$ cat config.mk
export PLATFORM = sky130hd
export DESIGN_NAME = reverse_arbiter
export DESIGN_NICKNAME = d
export VERILOG_FILES = /design/src/rtl/reverse_arbiter.sv
export SDC_FILE = /design/constraint.sdc
export NUM_CORES = 1
export LEC_CHECK = 0
export ABC_AREA = 1
export CAP_MARGIN = 20
export CORE_MARGIN = 3
export CORE_UTILIZATION = 40
export CTS_BUF_LIST = sky130_fd_sc_hd__clkbuf_4
export DETAILED_ROUTE_END_ITERATION = 8
export GPL_TIMING_DRIVEN = 0
export PLACE_DENSITY = 0.76
export SLEW_MARGIN = 0
export SYNTH_ARGS = -nofsm -noshare
export SYNTH_HDL_FRONTEND = slang
export SYNTH_SLANG_ARGS = --single-unit
$ cat constraint.sdc
create_clock -name clk -period 1.4 [get_ports clk]
set_input_delay 0.21 -clock clk [delete_from_list [all_inputs] [get_ports clk]]
set_output_delay 0.21 -clock clk [all_outputs]
set_load 0.01 [all_outputs]
$ cat src/rtl/reverse_arbiter.sv
// Two-requester round-robin arbiter. The winning payload is latched at the
// grant edge, and the bit-reversed result is presented one cycle later.
// A modulo-256 completion counter is kept, with a wrap pulse and a clear.
module reverse_arbiter #(
  parameter int W = 8
) (
  input  logic         clk,
  input  logic         reset,
  input  logic         req0,
  input  logic [W-1:0] data0,
  input  logic         req1,
  input  logic [W-1:0] data1,
  input  logic         clr,
  output logic         gnt0,
  output logic         gnt1,
  output logic         out_valid,
  output logic         out_id,
  output logic [W-1:0] out_data,
  output logic [7:0]   done_cnt,
  output logic         ov
);

  typedef enum logic {IDLE, BUSY} state_t;

  state_t       state;
  state_t       state_nx;
  logic         last;      // index of the requester served most recently
  logic         grant;     // a grant is issued at this edge
  logic         finish;    // a result is produced at this edge
  logic         win;       // index of this cycle's arbitration winner
  logic         lat_id;
  logic [W-1:0] lat_data;
  logic [W-1:0] rev_data;

  // State register; reset is synchronous and active-low.
  always_ff @(posedge clk) begin
    // NOTE: sequential state uses non-blocking assignments so every register
    // samples pre-edge values regardless of the order of the processes.
    if (!reset) state <= IDLE;
    else        state <= state_nx;
  end

  // Next-state logic: a request moves IDLE to BUSY, and BUSY always returns.
  always_comb begin
    // NOTE: default first, so no path through the case leaves state_nx
    // unassigned and infers a latch.
    state_nx = state;
    case (state)
      IDLE:    if (req0 || req1) state_nx = BUSY;
      BUSY:    state_nx = IDLE;
      default: state_nx = IDLE;
    endcase
  end

  // Output decode: the grant/finish strobes and the round-robin winner.
  always_comb begin
    grant  = 1'b0;
    finish = 1'b0;
    win    = 1'b0;
    case (state)
      IDLE: begin
        grant = req0 || req1;
        // Under contention the requester not served last wins; otherwise
        // the lone requester wins outright.
        if (req0 && req1) win = ~last;
        else              win = req1;
      end
      BUSY:    finish = 1'b1;
      default: ;
    endcase
  end

  // Bit-reverse the latched payload for the result register.
  always_comb begin
    rev_data = '0;
    for (int i = 0; i < W; i++) rev_data[i] = lat_data[W-1-i];
  end

  // Payload latch, loaded only at a grant edge.
  always_ff @(posedge clk) begin
    // NOTE: the payload latch has no reset; it is only read in BUSY, which
    // can only be entered through a grant edge that reloads it.
    if (grant) lat_data <= win ? data1 : data0;
  end

  // Grant pulses, winner bookkeeping and the result register.
  always_ff @(posedge clk) begin
    if (!reset) begin
      gnt0      <= 1'b0;
      gnt1      <= 1'b0;
      last      <= 1'b1;
      lat_id    <= 1'b0;
      out_valid <= 1'b0;
      out_id    <= 1'b0;
      out_data  <= '0;
    end else begin
      gnt0      <= grant && !win;
      gnt1      <= grant && win;
      out_valid <= finish;
      if (grant) begin
        lat_id <= win;
        last   <= win;
      end
      if (finish) begin
        out_id   <= lat_id;
        out_data <= rev_data;
      end
    end
  end

  // Completion counter; clr wins over a simultaneous completion.
  always_ff @(posedge clk) begin
    if (!reset) begin
      done_cnt <= 8'h00;
      ov       <= 1'b0;
    end else if (clr) begin
      done_cnt <= 8'h00;
      ov       <= 1'b0;
    end else begin
      ov <= finish && (done_cnt == 8'hFF);
      if (finish) done_cnt <= done_cnt + 8'h01;
    end
  end

endmodule

# Word level (Yosys, flattened, before mapping)
# Cells that the tools add are included.
dict set report classes {
  reduce_logical 7
  n_mux 7
  eq_ne 1
  bitwise 3
  addsub 1
}
# op n
set op_table {}
lappend op_table {{8-bit by 1-bit adder with 8-bit output, second input constant} 1}
lappend op_table {{8-bit == test, second input constant} 1}
lappend op_table {{8-bit 2-to-1 mux} 1}
lappend op_table {{1-bit 2-to-1 mux} 5}
lappend op_table {{1-bit logical AND} 4}
lappend op_table {{1-bit inverter} 3}
lappend op_table {{1-bit case mux with 2 select lines} 1}
lappend op_table {{2-bit OR reduction} 1}
lappend op_table {{1-bit zero test} 1}
lappend op_table {{1-bit logical OR} 1}
dict set report word_totals {
  elab_cells 30
  out_inout_bits 21
  register_bits 32
  in_bits 21
}

# Logic depth before layout (Yosys ltp)
dict set report logic_depth {
  word_depth 5
  mapped_depth 6
}

# Worst setup path after synthesis
# OpenSTA, ideal clock, no wires.
dict set report synth_path {
  path_type {reg2reg}
  startpoint {reg state}
  endpoint {reg lat_data[0] (enable)}
  t_arrival_ps 842
  synth_period_minus_slack_ps 1124
  n_path_buf 0
  path_stages_with_launch 4
  required_ps 1117
  path_slack_ps 276
  path_cell_list {dfxtp_1 -> inv_1 -> o21ai_1 -> inv_1}
}
dict set report synth_between {
  elab_chain_cells 1
}
# element line_no
set synth_lines {}
lappend synth_lines {{start: declaration} 25} ;# state_t state;
lappend synth_lines {{start signal: assignment} 40} ;# else state <= state_nx;
lappend synth_lines {{1-bit 2-to-1 mux} 60} ;# case (state)
lappend synth_lines {{named net grant} 28} ;# logic grant;
lappend synth_lines {{end signal: assignment} 83} ;# if (grant) lat_data <= win ? data1 : data0;
lappend synth_lines {{end: declaration} 32} ;# logic [W-1:0] lat_data;
# The timed path passes the listed nets, and every way through them passes these cells.
# A chain may end at the register's enable or synchronous reset.

# Worst setup path after layout
dict set report layout_path {
  startpoint {reg done_cnt[5]}
  endpoint {out done_cnt[5]}
}
# element line_no
set layout_rtl {}
lappend layout_rtl {{start: declaration} 19} ;# output logic [7:0] done_cnt,
lappend layout_rtl {{start signal: assignment} 121} ;# if (finish) done_cnt <= done_cnt + 8'h01;
# No word-level cell between the ends.

==> results.md <==
* CP endpoint kind: output pin
* CTS Root Cell: clkbuf_4
* Die Span Y at 61.4 um
* Clk buf depth at 2
* Worst-Margin Slew at 0.351 ns
* Design Area, Final at 1720 um2
* Initial Util at 43.4%
* Vias at 1076
* Core footprint at 2830 um2
* Global route overflow at 0
* Cell family with most CP delay: flip-flops
* Top Registers: done_cnt (8), lat_data (8), out_data (8)
* Layout cell share with drive strength beyond 1 at 9.23%
* TritonCTS Buffers at 5
* Tot GR Track Use at 15.0%
* Per-instance average area after synthesis at 8.35 um2
* Vias in the first global route at 949
* Layout area overhead at 40.0%
* Synth cell types at 21
* Crit Path Max Fanout at 5
* Final Setup Violations at 0
* Highest ir drop seen on vdd at 0.000641 V
* Avg Vias per Cell at 4.76
* Pins Over Slew Limit at 0
* Critical path buffers and inverters at 1
* Final WS setup at 0.177 ns
* TritonCTS clock tree: built
* Final Skew at 0.00787 ns
* YS warnings at 0
* Setup TNS at 0 ns
* IO buf count at 41
* CP max-delay cell: dfxtp_1
* Placed cell area at 1680 um2
* WS Path Type: reg2out
* Wire per inst at 11.1 um
* Arrival time worst endpoint at 1.01 ns
* Slew headroom at 76.6%
* Crit start category: register
* ANT nets after route at 0
* First-pass GRT wire length at 4060 um
* TritonRoute pass-1 iters at 4
* Power density cells at 1040 nW/um2
* Critical Path Max Stage Delay at 0.39 ns
* CTS sink cnt at 32
* Final net count at 217
* 1st-iter DRT viols at 46
* Gate Count Post-Synth at 147
* Crit-path cells: dlygate4sd2_1
* Pwr Total at 1.78 mW
* Die X at 61.4 um
* Final GP Congestion at 0.734
* Synthesized area at 1230 um2
* Rows at 19
* Largest net degree at the start of global routing at 11
* Sequential cell area fraction in the yosys report at 58.7%
* HP Class: reg2reg
* Final min period at 1.22 ns
* Die area at 3770 um2
* Number of diodes at 0
* Cell leakage power at 0.856 nW
* Max Clock Freq at 0.818 GHz
* Skew-Pair Late Insertion Delay at 0.33 ns
* H-tree depth at 2
* Outcome: complete, no violations
* Period Utilization, post-route at 87.4%
* Required @ worst endpoint at 1.19 ns
* Syn Nets at 169
* DR DRC count at 0
* RSZ-0062 raised after global routing: false
* DP HPWL at 1930 um
* FF+latch count, synth at 32
* Final Routed Wirelength at 2500 um
* I/O pins at 42
* Initial antenna violation count at 0
* Hold Buf Count CTS at 0
* Post CTS Setup Buffer Count at 0
* Hold Vio Cnt, Final at 0
* Hold slack at 0.475 ns
* Max cap viols at 0
* Dpl ws at -0.0717 ns
* Reg clk slew, reported paths at 0.09 ns
==> kinds of logic after synthesis <==
logic type      after synthesis  share of synthesized area (%)
fa+ha+maj                     1                           1.02
simple gates                 77                           26.2
buf+inv                      17                           5.71
compound gates               20                           8.36
flops                        32                           58.7
==> synth_stat cells <==
cell / n / area share (%)
ha_1: 1 / 1.0
buf_2: 2 / 0.82
nand2_1: 37 / 11
dfxtp_1: 24 / 39
o21a_1: 1 / 0.61
o21ai_1: 1 / 0.41
clkbuf_1: 1 / 0.31
nor3_1: 2 / 0.82
nand3_1: 7 / 2.9
nor2_1: 26 / 8.0
nand3_2: 1 / 0.82
nand2_2: 1 / 0.51
o21ai_0: 11 / 4.5
a21oi_1: 7 / 2.9
buf_4: 1 / 0.61
nand4_1: 1 / 0.51
edfxtp_1: 8 / 20
nor2_4: 1 / 0.92
inv_1: 12 / 3.7
nor2_2: 1 / 0.51
inv_2: 1 / 0.31
==> layout make-up <==
cell class / count / area, um2
fill: 247 / 1110
sequential: 32 / 724
multi-input combinational: 98 / 437
timing repair buffer: 41 / 395
clock buffer: 7 / 52.6
inverter: 13 / 48.8
tap: 31 / 38.8
buffer: 4 / 21.3
==> metal layers <==
metal  GRT usage (%)  vias up  share of wire, %
met5               0        -                 0
met3            4.40        7               7.6
li1                -      564                 -
met1            17.7      468                42
met4            10.6        0               2.8
met2            23.1       37                48
==> where the power goes <==
part / internal [mW] / leakage (nW) / switching, mW
sequential: 1.02 / 0.277 / 0.0265
combinational: 0.117 / 0.546 / 0.116
clock: 0.228 / 0.0322 / 0.279
==> worst register-to-register path: stages (launching register included) <==
cell     delay, ns
dfxtp_2       0.42
inv_1         0.10
o21ai_1       0.19
inv_1         0.23
==> per-stage QoR <==
step | std cells | util [%]
floorplan | 147 | -
finish | 226 | 60.7
global placement | 219 | 59.3
CTS | 226 | 60.4
global route | 226 | 60.7
detailed placement | 219 | 59.3
==> path summary, 6_finish.rpt <==
check	from	cells past startpoint	slack (ns)	end
worst max-delay path	done_cnt[5]$_SDFFE_PP0P_	1	0.18	done_cnt[5]
worst min-delay path	done_cnt[0]$_SDFFE_PP0P_	1	0.47	done_cnt[0]$_SDFFE_PP0P_
worst max register to register	state$_SDFF_PN0_	3	0.18	lat_data[3]$_DFFE_PN_
worst min register to register	done_cnt[0]$_SDFFE_PP0P_	1	0.47	done_cnt[0]$_SDFFE_PP0P_
==> cells in the final DEF (no fill, tap or decap), types with 2 or more instances in the layout <==
cell / netlist / final
a21oi_1: 7 / 7
clkdlybuf4s50_1: 0 / 20
nand3_1: 7 / 7
dlymetal6s2s_1: 0 / 3
nor3_1: 2 / 2
nand2_1: 37 / 37
clkbuf_4: 0 / 7
o21ai_0: 11 / 11
edfxtp_1: 8 / 8
dlygate4sd2_1: 0 / 18
dfxtp_1: 24 / 21
dfxtp_2: 0 / 3
inv_1: 12 / 12
buf_2: 2 / 2
nor2_1: 26 / 26
==> what timing repair did <==
action,4_1_cts,5_1_grt
cloned,0,0
setup endpoints to repair,18,11
pin swaps,0,0
resized for setup,20,4
Power figures use the tool's default switching activity.
